`src/rtl/ahfp_ci_issuer.sv`:
```
// rtl/ahfp_ci_issuer.sv - issue/collect front end for a fixed-latency pipelined FP custom-instruction unit
//
// Purpose: accepts operand pairs on a valid/ready stream, registers them into
// an attached reset-less FP pipeline, tracks in-flight ops with a valid shift
// register, and buffers returning results in a FIFO feeding a valid/ready
// result stream. Issue is credit-limited so the FIFO can never overflow.
//
// Optional feature macro: AHFP_CI_STATS_EN (adds the issued_count port).
//
// Ports:
//   clk, reset            clock (rising edge), asynchronous active-high reset
//   in_valid/in_ready     operand stream handshake; in_a/in_b operands
//   fpu_dataa/fpu_datab   registered operands to the FP unit
//   fpu_result            FP unit result, valid LATENCY cycles after sampling
//   out_valid/out_ready   result stream handshake; out_data = FIFO head
//   busy                  any operation in flight or buffered
//   issued_count          (AHFP_CI_STATS_EN only) saturating issue counter
module ahfp_ci_issuer #(
   parameter int LATENCY = 7,
   parameter int DEPTH   = 16
) (
   input  logic        clk,
   input  logic        reset,
   input  logic        in_valid,
   output logic        in_ready,
   input  logic [31:0] in_a,
   input  logic [31:0] in_b,
   output logic [31:0] fpu_dataa,
   output logic [31:0] fpu_datab,
   input  logic [31:0] fpu_result,
   output logic        out_valid,
   input  logic        out_ready,
   output logic [31:0] out_data,
   output logic        busy
`ifdef AHFP_CI_STATS_EN
   ,
   output logic [31:0] issued_count
`endif
);

   localparam int AW = $clog2(DEPTH);
   localparam int PW = AW + 1;

   logic [PW-1:0]    outstanding_q, outstanding_d;
   logic [LATENCY:0] vld_q, vld_d;
   logic [31:0]      dataa_q, dataa_d;
   logic [31:0]      datab_q, datab_d;
   logic [PW-1:0]    wr_ptr_q, wr_ptr_d;
   logic [PW-1:0]    rd_ptr_q, rd_ptr_d;
   logic [31:0]      mem_q [DEPTH];

   logic issue, push, pop, empty, full;

   // Credit check uses only the registered counter, so out_ready never
   // reaches in_ready combinationally.
   assign in_ready  = !reset && (outstanding_q < PW'(DEPTH));
   assign issue     = in_valid && in_ready;
   assign push      = vld_q[LATENCY];
   assign empty     = (wr_ptr_q == rd_ptr_q);
   assign full      = (wr_ptr_q[AW-1:0] == rd_ptr_q[AW-1:0]) && (wr_ptr_q[AW] != rd_ptr_q[AW]);
   assign out_valid = !empty;
   assign pop       = out_valid && out_ready;
   assign out_data  = mem_q[rd_ptr_q[AW-1:0]];
   assign busy      = (outstanding_q != '0);
   assign fpu_dataa = dataa_q;
   assign fpu_datab = datab_q;

   always_comb begin
      outstanding_d = outstanding_q;
      dataa_d       = dataa_q;
      datab_d       = datab_q;
      wr_ptr_d      = wr_ptr_q;
      rd_ptr_d      = rd_ptr_q;
      vld_d         = {vld_q[LATENCY-1:0], issue};
      if (issue) begin
         dataa_d = in_a;
         datab_d = in_b;
      end
      case ({issue, pop})
         2'b10:   outstanding_d = outstanding_q + PW'(1);
         2'b01:   outstanding_d = outstanding_q - PW'(1);
         default: outstanding_d = outstanding_q;
      endcase
      if (push) wr_ptr_d = wr_ptr_q + PW'(1);
      if (pop)  rd_ptr_d = rd_ptr_q + PW'(1);
   end

   always_ff @(posedge clk or posedge reset) begin
      if (reset) begin
         outstanding_q <= '0;
         vld_q         <= '0;
         dataa_q       <= '0;
         datab_q       <= '0;
         wr_ptr_q      <= '0;
         rd_ptr_q      <= '0;
      end else begin
         outstanding_q <= outstanding_d;
         vld_q         <= vld_d;
         dataa_q       <= dataa_d;
         datab_q       <= datab_d;
         wr_ptr_q      <= wr_ptr_d;
         rd_ptr_q      <= rd_ptr_d;
      end
   end

   // Result storage is intentionally not reset; the pointers define validity.
   always_ff @(posedge clk) begin
      if (push) mem_q[wr_ptr_q[AW-1:0]] <= fpu_result;
   end

`ifdef AHFP_CI_STATS_EN
   logic [31:0] issued_count_q, issued_count_d;

   always_comb begin
      issued_count_d = issued_count_q;
      if (issue && (issued_count_q != 32'hFFFF_FFFF)) issued_count_d = issued_count_q + 32'd1;
   end

   always_ff @(posedge clk or posedge reset) begin
      if (reset) issued_count_q <= '0;
      else       issued_count_q <= issued_count_d;
   end

   assign issued_count = issued_count_q;
`endif

   // Credits guarantee occupancy + in-flight never exceeds DEPTH.
   a_no_push_at_full: assert property (@(posedge clk) disable iff (reset) !(push && full));

endmodule

```
`config.mk`:
```
export PLATFORM = sky130hd
export DESIGN_NAME = ahfp_ci_issuer
export DESIGN_NICKNAME = d
export VERILOG_FILES = /design/src/rtl/ahfp_ci_issuer.sv
export SDC_FILE = /design/constraint.sdc
export NUM_CORES = 1
export LEC_CHECK = 0
export BUFFER_PORTS_ARGS = -buffer_cell sky130_fd_sc_hd__buf_2
export CORE_ASPECT_RATIO = 0.5
export CORE_MARGIN = 4
export CORE_UTILIZATION = 50
export CTS_CLUSTER_DIAMETER = 30
export CTS_CLUSTER_SIZE = 20
export DETAILED_ROUTE_END_ITERATION = 8
export PLACE_DENSITY = 0.69
export SYNTH_ARGS = -nofsm -noshare
export SYNTH_HDL_FRONTEND = slang
export SYNTH_SLANG_ARGS = --single-unit
```
`constraint.sdc`:
```
create_clock -name clk -period 3.85 [get_ports clk]
set_clock_uncertainty 0.05 [all_clocks]
set_input_delay 0.385 -clock clk [delete_from_list [all_inputs] [get_ports clk]]
set_output_delay 0.385 -clock clk [all_outputs]
set_load 0.05 [all_outputs]
```
==> flow_summary_export.csv <==
group,metric,value,unit
outcome,status,"complete, no violations",
worst_setup_path,start_kind,"register",
sta,setup_viol,0,
cts,clkSinkCount,599,
run,maxCapViolCount,0,
power_and_ir_drop,p_leak,10.27,nW
logic_synthesis,yosysTopAreaCell,"edfxtp_1",
sta,finalWorstSetupSlack,258.9,ps
global_routing,grt_pass1_vias,13360,
cts,cts_tree,"built",
cts,clockBufferDepth,3,
die,num_rows,55,
die,core,45420,µm²
cells_and_area,nFillCells,3050,
routing,routed_wl,52.63,mm
cts,htreeDepth,3,
logic_synthesis,synth_cell_types,39,
logic_synthesis,yosysSeqAreaShare,0.7594,
global_routing,grt_pass1_wl,80.75,mm
logic_synthesis,synthTopCellsByCount,"512 x edfxtp_1, 128 x mux2i_1, 87 x dfrtp_1, 65 x mux2_2, 61 x mux4_2",
power_and_ir_drop,total_power,23.62,mW
sta,slew_violations,0,
sta,tns,0,ps
cells_and_area,area_growth,22.57,%
cells_and_area,final_area,28330,µm²
placement,hpwl,27.25,mm
sta,max_freq,278.5,MHz
worst_setup_path,crit_path_end_kind,"output port",
routing,drc,0,
placement,portBuffers,198,
cells_and_area,fin_cells,2159,
placement,dpl.cell_count,1947,
global_routing,grt-ovfl-total,0,
routing,viasPerCell,5.760,
placement,dpl-instance-area,24910,µm²
power_and_ir_drop,power_density,833.7,nW/µm²
logic_synthesis,yosysWarnings,0,
routing,via_count,12440,
logic_synthesis,avgSynthCellArea,19.49,µm²
die,dieArea,49940,µm²
sta,finalCriticalPeriod,3591,ps
logic_synthesis,synth-seq-cells,599,
power_and_ir_drop,vdd_drop_max,0.0007443,V
logic_synthesis,ys_top_cells_by_area,"edfxtp_1 67%, dfrtp_1 9.4%, mux4_2 5.9%",
worst_setup_path,cp.arrival,3160,ps
cts,clk_pin_slew,60,ps
sta,worst_hold_slack,107.9,ps
sta,hold_viol,0,
logic_synthesis,async_reset_ff_frac,0.1452,
routing,wire_per_inst,24.38,µm
hold_path,hold_path.class,"primary input to register",
cts,cts_root_buf,"clkbuf_16",
sta,fin_crit_sh,0.9328,
die,die_w,312.1,µm
die,start_util,0.5089,
logic_synthesis,yosys.area.top_type_share,0.6652,
cts,clk_latency,580,ps
cells_and_area,fin_util,0.6237,
routing,dr.first_iter.drc_count,1129,
routing,first_pass_iters,5,
die,ios,199,
cts,post-cts-setup-buffers,0,
global_routing,grt_max_degree,92,
logic_synthesis,synth_most_common_cell,"edfxtp_1",
placement,gp_congestion,0.7887,
global_routing,antenna_found_initial,1,
sta,grt_setup_unrepaired,"false",
routing,antenna_left,0,
sta,timing.slew.headroom,0.2883,
cts,cts_made_buffers,78,
cells_and_area,layout-drive-gt1-share,0.3321,
global_routing,track_usage,0.2126,
logic_synthesis,synth-edff-count,512,
cells_and_area,nets,1604,
cts,cts_resized,0,
worst_setup_path,worstPathRequired,3410,ps
worst_setup_path,cp_max_fo,91,
worst_setup_path,path_class,"register to output port",
sta,worst_pin_slew,1065,ps
placement,place_ws,861.4,ps
logic_synthesis,synthCells,1186,
die,die_h,160.0,µm
logic_synthesis,synthFlopType,"edfxtp_1",
logic_synthesis,synth_nets,1296,
logic_synthesis,synthesis.area,23110,µm²
layout by cell type, fill, tap and decap left out, types with 27 or more instances in the layout:
cell	n
mux2_2	65
a22oi_1	32
buf_2	198
o211ai_1	33
edfxtp_1	512
clkbuf_16	82
nand2_1	49
mux4_2	61
a221oi_1	32
dlygate4sd3_1	65
buf_4	27
mux2i_1	128
dfrtp_1	83
o21ai_1	32
path summary, 6_finish.rpt:
| path | from | end | slack (ps) | cells past startpoint |
|---|---|---|---|---|
| setup / recovery | rd_ptr_q[0] | out_data[8] | 260 | 6 |
| hold / removal | fpu_result[15] | mem_q[5][15] | 110 | 1 |
| setup reg to reg | rd_ptr_q[2] | outstanding_q[4] | 780 | 9 |
| hold reg to reg | vld_q[5] | vld_q[6] | 300 | 0 |
| max in group asynchronous | reset | fpu_datab[16] | 2310 | 4 |
| min in group asynchronous | reset | outstanding_q[4] | 390 | 3 |
metal layers:
| layer | GRT usage | vias to the layer above | part of all wire |
|---|---|---|---|
| met5 | 0 | - | 0 |
| met4 | 0.05663 | 0 | 0.020 |
| met3 | 0.04746 | 86 | 0.075 |
| met2 | 0.3578 | 545 | 0.50 |
| met1 | 0.2842 | 6386 | 0.40 |
| li1 | - | 5419 | - |
power by group:
part           switching, mW  total, mW  leakage (nW)  internal, mW
combinational           5.48       8.06          3.27          2.58
clock                   2.84       7.47          1.35          4.63
sequential             0.406       8.09          5.64          7.68
total                   8.73       23.6          10.3          14.9
final cells by class:
type / count / area, µm² / area share
Clock inverter: 56 / 660.6 / 0.02332
Antenna cell: 1 / 2.502 / 0.00008833
Inverter: 9 / 35.03 / 0.001237
Multi-Input combinational cell: 509 / 5238 / 0.1849
Tap cell: 598 / 748.2 / 0.02641
Timing Repair Buffer: 297 / 1984 / 0.07005
Sequential cell: 599 / 17560 / 0.6198
Clock buffer: 90 / 2102 / 0.07420
cells by family (layout without fill, tap and decap cells):
family,count (synthesis),after routing,share of synthesized area
adder cells (fa/ha/maj),10,10,0.005738
AO/OA/AOI/OAI,144,144,0.04433
XOR/XNOR,16,16,0.006063
AND/OR/NAND/NOR,82,82,0.01505
multiplexers,257,257,0.1499
buffers and inverters,78,452,0.01949
other,0,1,0
flip-flops,599,599,0.7594
worst max-delay path, stage by stage (launching register included):
cell and delay (ps):
dfrtp_4 440, buf_12 490, buf_4 470, mux4_2 540, o211ai_1 180, nand2_1 90, buf_2 210
registers in the layout, summed over array words and instances, names as in the netlist:
signal,count
fpu_dataa,32
fpu_datab,32
mem_q,512
outstanding_q,5
rd_ptr_q,5
vld_q,8
wr_ptr_q,5
timing repair:
action / CTS / global route
hold buffers: 65 / 0
endpoints found under the hold margin: 102 / 0
endpoints found under the setup margin: 0 / 0
Note: power is estimated with default switching activity, not from simulation.
